### src/rtl/coef_cfg_pkg.sv
// Shared types and constants for the 3x3 coefficient configuration controller.
// Build option COEF_READBACK_EN (see coef_cfg_ctrl) does not affect this package.
package coef_cfg_pkg;

  typedef enum logic [1:0] {
    IDLE    = 2'd0,
    PENDING = 2'd1,
    SWAP    = 2'd2
  } coef_state_e;

  localparam int NUM_COEF = 9;

  // Row-major host address of each kernel tap.
  localparam logic [3:0] ADDR_C11 = 4'd0;
  localparam logic [3:0] ADDR_C12 = 4'd1;
  localparam logic [3:0] ADDR_C13 = 4'd2;
  localparam logic [3:0] ADDR_C21 = 4'd3;
  localparam logic [3:0] ADDR_C22 = 4'd4;
  localparam logic [3:0] ADDR_C23 = 4'd5;
  localparam logic [3:0] ADDR_C31 = 4'd6;
  localparam logic [3:0] ADDR_C32 = 4'd7;
  localparam logic [3:0] ADDR_C33 = 4'd8;
  localparam logic [3:0] ADDR_MAX = ADDR_C33;

  // Identity kernel: only the centre tap is 1; bit i is the reset value of entry i.
  localparam logic [NUM_COEF-1:0] IDENT_MASK = 9'b0_0001_0000;

  function automatic logic addr_valid(input logic [3:0] addr);
    return addr <= ADDR_MAX;
  endfunction

endpackage

### src/rtl/coef_bank.sv
// Nine-entry coefficient register bank with addressed write, whole-bank load
// and identity-kernel reset. Used for both the shadow and the active bank.
module coef_bank
  import coef_cfg_pkg::*;
#(
  parameter int COEF_W = 10
) (
  input  logic              clk,
  input  logic              aclr,
  input  logic              i_wr_en,
  input  logic [3:0]        i_wr_addr,
  input  logic [COEF_W-1:0] i_wr_data,
  input  logic              i_load_en,
  input  logic [COEF_W-1:0] i_load_data [NUM_COEF],
  output logic [COEF_W-1:0] o_coef      [NUM_COEF]
);

  logic [COEF_W-1:0] r_bank [NUM_COEF];

  // Whole-bank load wins over a single-entry write; addresses past the last tap never match.
  always_ff @(posedge clk or negedge aclr) begin
    if (!aclr) begin
      for (int i = 0; i < NUM_COEF; i++) r_bank[i] <= COEF_W'(IDENT_MASK[i]);
    end else if (i_load_en) begin
      for (int i = 0; i < NUM_COEF; i++) r_bank[i] <= i_load_data[i];
    end else if (i_wr_en) begin
      for (int i = 0; i < NUM_COEF; i++) begin
        if (i_wr_addr == 4'(i)) r_bank[i] <= i_wr_data;
      end
    end
  end

  assign o_coef = r_bank;

endmodule

### src/rtl/coef_cfg_ctrl.sv
// Double-buffered 3x3 filter coefficient controller: host writes a shadow bank,
// a commit is applied to the active bank only at frame_end or after a stream-idle timeout.
// Optional build macro COEF_READBACK_EN adds a registered read port for either bank.
module coef_cfg_ctrl
  import coef_cfg_pkg::*;
#(
  parameter int COEF_W   = 10,
  parameter int IDLE_CYC = 1024
) (
  input  logic              clk,
  input  logic              aclr,
  input  logic              cfg_wr_en,
  input  logic [3:0]        cfg_addr,
  input  logic [COEF_W-1:0] cfg_wdata,
  input  logic              cfg_commit,
  input  logic              frame_end,
  input  logic              data_valid_in,
  output logic              cfg_wr_ack,
  output logic              cfg_err,
  output logic              cfg_busy,
  output logic              coef_update,
  output logic [COEF_W-1:0] coef1_1,
  output logic [COEF_W-1:0] coef1_2,
  output logic [COEF_W-1:0] coef1_3,
  output logic [COEF_W-1:0] coef2_1,
  output logic [COEF_W-1:0] coef2_2,
  output logic [COEF_W-1:0] coef2_3,
  output logic [COEF_W-1:0] coef3_1,
  output logic [COEF_W-1:0] coef3_2,
  output logic [COEF_W-1:0] coef3_3,
`ifdef COEF_READBACK_EN
  input  logic              cfg_rd_en,
  input  logic              cfg_rsel,
  output logic [COEF_W-1:0] cfg_rdata,
`endif
  output coef_state_e       o_dbg_state
);

  localparam int CNT_W = $clog2(IDLE_CYC + 1);

  // Host interface: a write strobe is a one-cycle request with no back-pressure;
  // it is answered exactly once, one cycle later, by either cfg_wr_ack or cfg_err.
  coef_state_e       r_state;
  coef_state_e       w_next_state;
  logic [CNT_W-1:0]  r_idle_cnt;
  logic              w_idle_done;
  logic              w_wr_ok;
  logic              w_wr_rej;
  logic              w_err;
  logic              w_swap;
  logic              r_cfg_wr_ack;
  logic              r_cfg_err;
  logic              r_coef_update;
  logic [COEF_W-1:0] w_shadow [NUM_COEF];
  logic [COEF_W-1:0] w_active [NUM_COEF];

  assign w_wr_ok     = cfg_wr_en && (r_state == IDLE) && addr_valid(cfg_addr);
  assign w_wr_rej    = cfg_wr_en && !w_wr_ok;
  assign w_swap      = (r_state == SWAP);
  assign w_idle_done = (r_idle_cnt == CNT_W'(IDLE_CYC));

  always_ff @(posedge clk or negedge aclr) begin
    if (!aclr) r_state <= IDLE;
    else       r_state <= w_next_state;
  end

  // frame_end in the commit cycle is not seen: the check only happens once in PENDING.
  always_comb begin
    w_next_state = r_state;
    case (r_state)
      IDLE:    if (cfg_commit) w_next_state = PENDING;
      PENDING: if (frame_end || w_idle_done) w_next_state = SWAP;
      SWAP:    w_next_state = IDLE;
      default: w_next_state = IDLE;
    endcase
  end

  always_ff @(posedge clk or negedge aclr) begin
    if (!aclr) begin
      r_idle_cnt <= '0;
    end else if ((r_state != PENDING) || data_valid_in) begin
      r_idle_cnt <= '0;
    end else if (!w_idle_done) begin
      r_idle_cnt <= r_idle_cnt + 1'b1;
    end
  end

  coef_bank #(.COEF_W(COEF_W)) u_shadow (
    .clk         (clk),
    .aclr        (aclr),
    .i_wr_en     (w_wr_ok),
    .i_wr_addr   (cfg_addr),
    .i_wr_data   (cfg_wdata),
    .i_load_en   (1'b0),
    .i_load_data (w_active),
    .o_coef      (w_shadow)
  );

  coef_bank #(.COEF_W(COEF_W)) u_active (
    .clk         (clk),
    .aclr        (aclr),
    .i_wr_en     (1'b0),
    .i_wr_addr   (cfg_addr),
    .i_wr_data   (cfg_wdata),
    .i_load_en   (w_swap),
    .i_load_data (w_shadow),
    .o_coef      (w_active)
  );

`ifdef COEF_READBACK_EN
  logic              w_rd_rej;
  logic [COEF_W-1:0] w_rd_val;
  logic [COEF_W-1:0] r_cfg_rdata;

  assign w_rd_rej = cfg_rd_en && !addr_valid(cfg_addr);

  always_comb begin
    w_rd_val = '0;
    for (int i = 0; i < NUM_COEF; i++) begin
      if (cfg_addr == 4'(i)) w_rd_val = cfg_rsel ? w_active[i] : w_shadow[i];
    end
  end

  always_ff @(posedge clk or negedge aclr) begin
    if (!aclr)          r_cfg_rdata <= '0;
    else if (cfg_rd_en) r_cfg_rdata <= w_rd_val;
  end

  assign cfg_rdata = r_cfg_rdata;
  assign w_err     = w_wr_rej || w_rd_rej;
`else
  assign w_err     = w_wr_rej;
`endif

  always_ff @(posedge clk or negedge aclr) begin
    if (!aclr) begin
      r_cfg_wr_ack  <= 1'b0;
      r_cfg_err     <= 1'b0;
      r_coef_update <= 1'b0;
    end else begin
      r_cfg_wr_ack  <= w_wr_ok;
      r_cfg_err     <= w_err;
      r_coef_update <= w_swap;
    end
  end

  assign cfg_wr_ack  = r_cfg_wr_ack;
  assign cfg_err     = r_cfg_err;
  assign coef_update = r_coef_update;
  assign cfg_busy    = (r_state == PENDING);
  assign o_dbg_state = r_state;

  assign coef1_1 = w_active[ADDR_C11];
  assign coef1_2 = w_active[ADDR_C12];
  assign coef1_3 = w_active[ADDR_C13];
  assign coef2_1 = w_active[ADDR_C21];
  assign coef2_2 = w_active[ADDR_C22];
  assign coef2_3 = w_active[ADDR_C23];
  assign coef3_1 = w_active[ADDR_C31];
  assign coef3_2 = w_active[ADDR_C32];
  assign coef3_3 = w_active[ADDR_C33];

endmodule
### config.mk
export PLATFORM = sky130hd
export DESIGN_NAME = coef_cfg_ctrl
export DESIGN_NICKNAME = d
export VERILOG_FILES = /design/src/rtl/coef_cfg_pkg.sv /design/src/rtl/coef_bank.sv /design/src/rtl/coef_cfg_ctrl.sv
export SDC_FILE = /design/constraint.sdc
export NUM_CORES = 1
export LEC_CHECK = 0
export CAP_MARGIN = 20
export CORE_MARGIN = 2
export CORE_UTILIZATION = 55
export DETAILED_ROUTE_END_ITERATION = 12
export PLACE_DENSITY = 0.81
export SLEW_MARGIN = 15
export SYNTH_ARGS = -nofsm -noshare
export SYNTH_HDL_FRONTEND = slang
export SYNTH_SLANG_ARGS = --single-unit
### constraint.sdc
create_clock -name clk -period 4.05 [get_ports clk]
set_clock_uncertainty 0.05 [all_clocks]
set_input_delay 1.215 -clock clk [delete_from_list [all_inputs] [get_ports clk]]
set_output_delay 1.215 -clock clk [all_outputs]
set_load 0.03 [all_outputs]
==> metrics.md, run 1 <==
| Metric | Value |
|---|---|
| First-pass GRT wire length | `24890 um` |
| Clock buffer depth | `2` |
| Post-CTS Hold Fix Bufs | `0` |
| Vias | `4312` |
| Crit start category | `flop` |
| Core Footprint | `0.01383 mm2` |
| Min-Delay Path Class | `reg2reg` |
| Initial antenna violation count | `1` |
| P_int | `0.004961 W` |
| Top delay family on crit path | `buffers and inverters` |
| Cell variety after synth | `35` |
| Combinational group share of total power | `36.0%` |
| P&R area growth vs syn | `25.22%` |
| Gr usage total | `22.55%` |
| Crit path buffers/inverters | `2` |
| Critical Path Start | `o_dbg_state[0]` |
| H-tree Lvls | `4` |
| Pwr/cell area | `768.0 mW/mm2` |
| Worst skew pair latency | `430 ps` |
| Synth cell count leaders | `194 x dfrtp_1, 130 x mux2_2, 50 x mux2_4` |
| Starting density of the core | `55.90%` |
| Post-synth EDFFs | `0` |
| Post-route ant nets | `0` |
| Hold Path Stages | `1` |
| Critical Path Slowest Stage Cell | `clkdlybuf4s50_1` |
| Drt via density | `5.493` |
| Post-Layout Cell Count | `785` |
| TritonCTS clock tree | `built` |
| Die Ht | `122.6 um` |
| Num CTS Buffers | `17` |
| Grt ovf | `0` |
| Status | `completed` |
| Seq/Total Area, Yosys | `63.48%` |
| I/O pins | `116` |
| Hold Fails Final Rpt | `0` |
| Setup TNS | `0 ps` |
| Worst setup EP type | `primary output` |
| Synthesized flop and latch total | `196` |
| Residual DRC | `0` |
| Largest net degree at the start of global routing | `92` |
| Post-cts sizing count | `0` |
| Post-Synthesis Cells | `469` |
| Leakage | `4.464 nW` |
| RSZ-0062 raised after global routing | `false` |
| Kind of critical path | `reg2out` |
| Placer Congestion | `0.7494` |
| Most common cell in the netlist | `dfrtp_1` |
| Worst path arrival time | `1890 ps` |
| Critical path cell sequence | `inv_1 > nor2_1 > clkdlybuf4s50_1` |
| Critical-path maximum fanout | `7` |
| Die area | `0.01502 mm2` |
| Ys flop type | `dfrtp_1` |
| First-pass detailed-route iteration total | `4` |
| Power Total | `0.007433 W` |
| Net switching power | `0.002473 W` |
| Ratio of cells with drive above 1 in the final layout | `37.58%` |
| Max stage delay on crit path | `700 ps` |
| Yosys top cell area share | `62.80%` |
| Clk root buf | `clkbuf_16` |
| Switching portion of total power | `33.26%` |
| Final WL | `15640 um` |
| Ys Warns | `0` |
| Worst Tran Pin Value | `860.1 ps` |
| Die width | `122.6 um` |
| Fillcell total | `877` |
| Final setup fails | `0` |
| Fmax achieved | `0.3174 GHz` |
| Worst r2r src | `o_dbg_state[0]` |
| Slew HR | `42.66%` |
| Reg power frac | `41.5%` |
| Register-to-register setup slack | `1970 ps` |
| Hpwl dp | `10010 um` |
| Area of the mapped netlist | `0.007730 mm2` |
| Maximum vdd drop | `0.0003818 V` |
| Rows | `43` |
| Mean Syn Cell Area | `16.48 um2` |
| Ys async rst share | `100.0%` |
| Post CTS Setup Buffer Count | `0` |
| Nets@finish | `613` |
| Vias in the first global route | `4546` |
| Data required time of the critical path | `2780 ps` |
| Number of I/O port buffers | `115` |
| HP Start | `u_shadow.o_coef[43]` |
| Clock Sinks | `196` |
| Final period util | `77.80%` |
| Post-DR wirelength/cell | `19.93 um` |
| Minimum clock period | `3151 ps` |
| Critical path depth | `3` |
| Reg2reg path depth | `3` |
| 1st-iter DRT viols | `340` |
| # Max-Cap Violations | `0` |
| # placed instances | `752` |
| Clock power share | `22.5%` |
| Fin. max-slew vios | `0` |
| Worst-path clk slew | `70 ps` |
| Top cells by area in the synthesized netlist | `dfrtp_1 63%, mux2_2 19%, mux2_4 9.7%, dfstp_2 0.68%, buf_2 0.65%` |
| Syn nets | `491` |
| Largest area contributor in the netlist | `dfrtp_1` |
## stage by stage
| step | worst slack (ps) | hold WS (ps) | cell area [um2] | util, % |
|---|---|---|---|---|
| final | 899.0 | 448.9 | 9679 | 70.00 |
| after global routing | 801.5 | 466.6 | 9679 | 70.00 |
| after CTS | 879.3 | 452.5 | 9673 | 69.96 |
| after detailed placement | 756.5 | 437.9 | 9080 | 65.67 |
| after global placement | 819.4 | 432.0 | 9080 | 65.67 |
| after floorplan | 1573 | 423.6 | 7730 | - |
## kinds of logic after synthesis
family	after synthesis	share of synthesized area, %
fa+ha+maj	2	0.3237
xor+xnor	2	0.2267
mux	182	28.91
simple gates	46	4.047
compound gates	16	1.343
buf+inv	25	1.667
flops	196	63.48
## metal layers
layer / routed length, um / global-route usage [%] / up-vias
met2: 7731 / 35.28 / 100
met3: 552 / 5.623 / 26
li1: - / - / 1924
met4: 355 / 8.190 / 0
met5: 0 / 0 / -
met1: 7002 / 30.88 / 2262
## power by group through the flow
stage | combinational, W | sequential (W) | clock [W]
global placement | 0.00263 | 0.00307 | 0
floorplan | 0.000876 | 0.00378 | 0
CTS | 0.00271 | 0.00309 | 0.00170
finish | 0.00267 | 0.00309 | 0.00167
detailed placement | 0.00269 | 0.00311 | 0
global route | 0.00282 | 0.00317 | 0.00180
## sequential cells by signal, summed over array words and instances (netlist names)
signal and count:
cfg_err 1, cfg_wr_ack 1, coef_update 1, o_dbg_state 2, r_idle_cnt 11, u_active.o_coef 90
u_shadow.o_coef 90
## worst register-to-register path: stages, from the launching register on
cell	delay, ps
dfrtp_1	490
nor3b_4	480
and4_1	550
mux2_2	400
## layout make-up
class	count	area (um2)	share of cell area [%]
Antenna cell	1	2.502	0.02585
Clock buffer	20	446.7	4.615
Clock inverter	12	146.4	1.512
Inverter	5	18.77	0.1939
Multi-Input combinational cell	248	2701	27.91
Sequential cell	196	4907	50.70
Tap cell	180	225.2	2.327
Timing Repair Buffer	123	1231	12.72
## final timing paths
| kind | to |
|---|---|
| min | u_active.o_coef[43] |
| max reg2reg | u_shadow.o_coef[11] |
| min in group asynchronous | u_shadow.o_coef[6] |
| min reg2reg | u_active.o_coef[43] |
| max in group asynchronous | u_shadow.o_coef[89] |
| max | cfg_busy |
## layout by cell type, fill, tap and decap left out, types with 2 or more instances in the layout
cell	Yosys	final
mux2_4	50	50
dfstp_2	2	2
and4_1	2	2
nand3_2	2	2
o41ai_1	2	2
nor4_1	2	2
or4_1	3	3
inv_1	5	5
mux2_2	130	130
ha_1	2	2
nand2_1	8	8
clkbuf_1	3	2
nand3_1	4	4
clkdlybuf4s50_1	0	114
nor2_1	6	6
o21ai_0	3	3
clkinvlp_4	0	3
clkbuf_16	0	17
a21oi_1	5	5
bufinv_16	0	2
nand4b_1	5	5
inv_6	0	2
clkbuf_8	0	2
xor2_1	2	2
nor2b_1	3	2
mux2i_1	2	2
nand4_1	2	2
o31ai_1	4	4
or3_1	3	3
clkinv_4	0	4
buf_4	6	6
dfrtp_1	194	194
(Power assumes the default switching activity.)
==> run 2: changes to the inputs <==
CORE_UTILIZATION = 54   (was 55)
PLACE_DENSITY = 0.8   (was 0.81)
clock period = 2.9 ns   (was 4.05 ns; I/O delays follow)
==> run 2 against run 1 <==
Compared with the run above: routed wire length grew 1.0%; core utilization is essentially flat; non-clock buffer count grew 3; via count is essentially flat; clock power grew 47%; largest cell class unchanged; register-to-register slack lost 960 ps; setup slack lost 790 ps; critical endpoint unchanged; clock-buffer cell count grew 2; power grew 42%; global-route usage grew 0.14 points; first-iteration DRC count shrank 36%.
==> metrics.md, run 2 (synthesis results as in run 1) <==
| Metric | Value |
|---|---|
| Min-Delay Path Class | `in2async` |
| Critical path cell sequence | `inv_1 > nor2_1 > clkdlybuf4s50_1` |
| Num CTS Buffers | `17 (unchanged)` |
| Worst Tran Pin Value | `656.3 ps (-203.8 ps)` |
| Placer Congestion | `0.7299 (-2.6%)` |
| Drt via density | `5.478 (-0.28%)` |
| Post-cts sizing count | `0 (unchanged)` |
| Worst-path clk slew | `60 ps (about the same)` |
| Ant. Diodes | `0 (-1)` |
| TritonCTS clock tree | `built` |
| Fin. max-slew vios | `0 (unchanged)` |
| Worst skew pair latency | `430 ps (about the same)` |
| Final period util | `96.16%` |
| # Max-Cap Violations | `0 (unchanged)` |
| Post-route ant nets | `0 (unchanged)` |
| Vias | `4311 (-0.023%)` |
| P&R area growth vs syn | `26.22%` |
| Crit path buffers/inverters | `2 (unchanged)` |
| Fillcell total | `898 (+2.4%)` |
| Clock Sinks | `196 (unchanged)` |
| # placed instances | `755 (+0.40%)` |
| Leakage | `4.515 nW (+1.2%)` |
| Clock buffer depth | `2 (unchanged)` |
| Initial antenna violation count | `0 (-1)` |
| Top delay family on crit path | `buffers and inverters` |
| Hpwl dp | `10140 um (+1.3%)` |
| Pwr/cell area | `1079 mW/mm2 (+40%)` |
| Die area | `0.01529 mm2 (+1.8%)` |
| Worst setup EP type | `primary output` |
| Kind of critical path | `reg2out` |
| Starting density of the core | `55.47% (-0.43 points)` |
| RSZ-0062 raised after global routing | `false` |
| Data required time of the critical path | `1980 ps (-800 ps)` |
| Maximum vdd drop | `0.0006284 V (+65%)` |
| Status | `completed` |
| Post-CTS Hold Fix Bufs | `0 (unchanged)` |
| Final setup fails | `0 (unchanged)` |
| Vias in the first global route | `4572 (+0.57%)` |
| Final WL | `15810 um (+1.0%)` |
| Power Total | `0.01053 W (+42%)` |
| Critical Path Slowest Stage Cell | `clkdlybuf4s50_1` |
| Reg2reg path depth | `5 (+2)` |
| Max stage delay on crit path | `690 ps (about the same)` |
| Commonest non-fill, non-tap cell in the layout | `dfrtp_1` |
| Largest net degree at the start of global routing | `92 (unchanged)` |
| Rows | `43 (unchanged)` |
| H-tree Lvls | `4 (unchanged)` |
| Post-Layout Cell Count | `787 (+0.25%)` |
| Grt ovf | `0 (unchanged)` |
| Number of I/O port buffers | `115 (unchanged)` |
| Post CTS Setup Buffer Count | `0 (unchanged)` |
| Most frequent cells in the layout | `194 x dfrtp_1, 130 x mux2_2, 114 x clkdlybuf4s50_1` |
| Residual DRC | `0 (unchanged)` |
| Final hold slack | `365.3 ps (-83.52 ps)` |
| Post-DR wirelength/cell | `20.08 um (+0.79%)` |
| Critical-path maximum fanout | `7 (unchanged)` |
| Critical path depth | `3 (unchanged)` |
| Clk root buf | `clkbuf_16` |
| Fmax achieved | `0.3586 GHz` |
| Worst path arrival time | `1870 ps (-20 ps)` |
| Die Ht | `123.6 um (+0.89%)` |
| Minimum clock period | `2789 ps` |
| Ratio of cells with drive above 1 in the final layout | `38.06% (+0.47 points)` |
| Setup TNS | `0 ps (unchanged)` |
| Hold Fails Final Rpt | `0 (unchanged)` |
| Nets@finish | `616 (+0.49%)` |
| First-pass detailed-route iteration total | `4 (unchanged)` |
| First-pass GRT wire length | `25450 um (+2.2%)` |
| Gr usage total | `22.69% (+0.14 points)` |
| Core Footprint | `0.01393 mm2 (+0.78%)` |
| Slew HR | `56.11% (+13 points)` |
| I/O pins | `116 (unchanged)` |
| 1st-iter DRT viols | `217 (-36%)` |
| Die width | `123.6 um (+0.89%)` |
| Crit start category | `flop` |
==> run 2: layer usage <==
metal  up-vias  GRT usage [%]  routed length [um]  part of all wire [%]
li1       1928              -                   -                     -
met1      2259          31.02                7051                    45
met2       104          36.20                7870                    50
met3        20          4.762                 589                   3.7
met4         0          8.381                 294                   1.9
met5         -              0                   0                     0
==> run 2: cell type report <==
cell class | count | area [um2] | area share [%]
multi-input cells | 248 | 2701 | 27.69
clock inverters | 10 | 145.1 | 1.488
clock buffers | 22 | 484.2 | 4.963
repair buffers | 126 | 1275 | 13.07
flip-flops and latches | 196 | 4907 | 50.29
well taps | 180 | 225.2 | 2.308
inverters | 5 | 18.77 | 0.1924
==> run 2: where the power goes <==
part,internal (W),switching (W),total (W)
combinational,0.00190,0.00186,0.00376
sequential,0.00373,0.000575,0.00430
clock,0.00146,0.00100,0.00246
==> run 2: worst paths after layout <==
| check | slack, ps | start | to |
|---|---|---|---|
| worst max-delay path | 110 | o_dbg_state[0] | cfg_busy |
| worst min-delay path | 370 | aclr | u_active.o_coef[4] |
| worst max register to register | 1010 | o_dbg_state[1] | u_shadow.o_coef[18] |
| worst min register to register | 450 | u_shadow.o_coef[87] | u_active.o_coef[87] |
| max in group asynchronous | 1620 | aclr | u_active.o_coef[27] |
| min in group clk | 450 | u_shadow.o_coef[87] | u_active.o_coef[87] |
==> run 2: per-stage QoR <==
step | cell area [um2] | util [%] | worst slack, ps
after floorplan | 7730 | - | 768.0
after global placement | 9128 | 65.50 | 253.5
after detailed placement | 9128 | 65.50 | 171.2
after CTS | 9757 | 70.02 | 78.07
after global routing | 9757 | 70.02 | 7.199
final | 9757 | 70.02 | 111.4
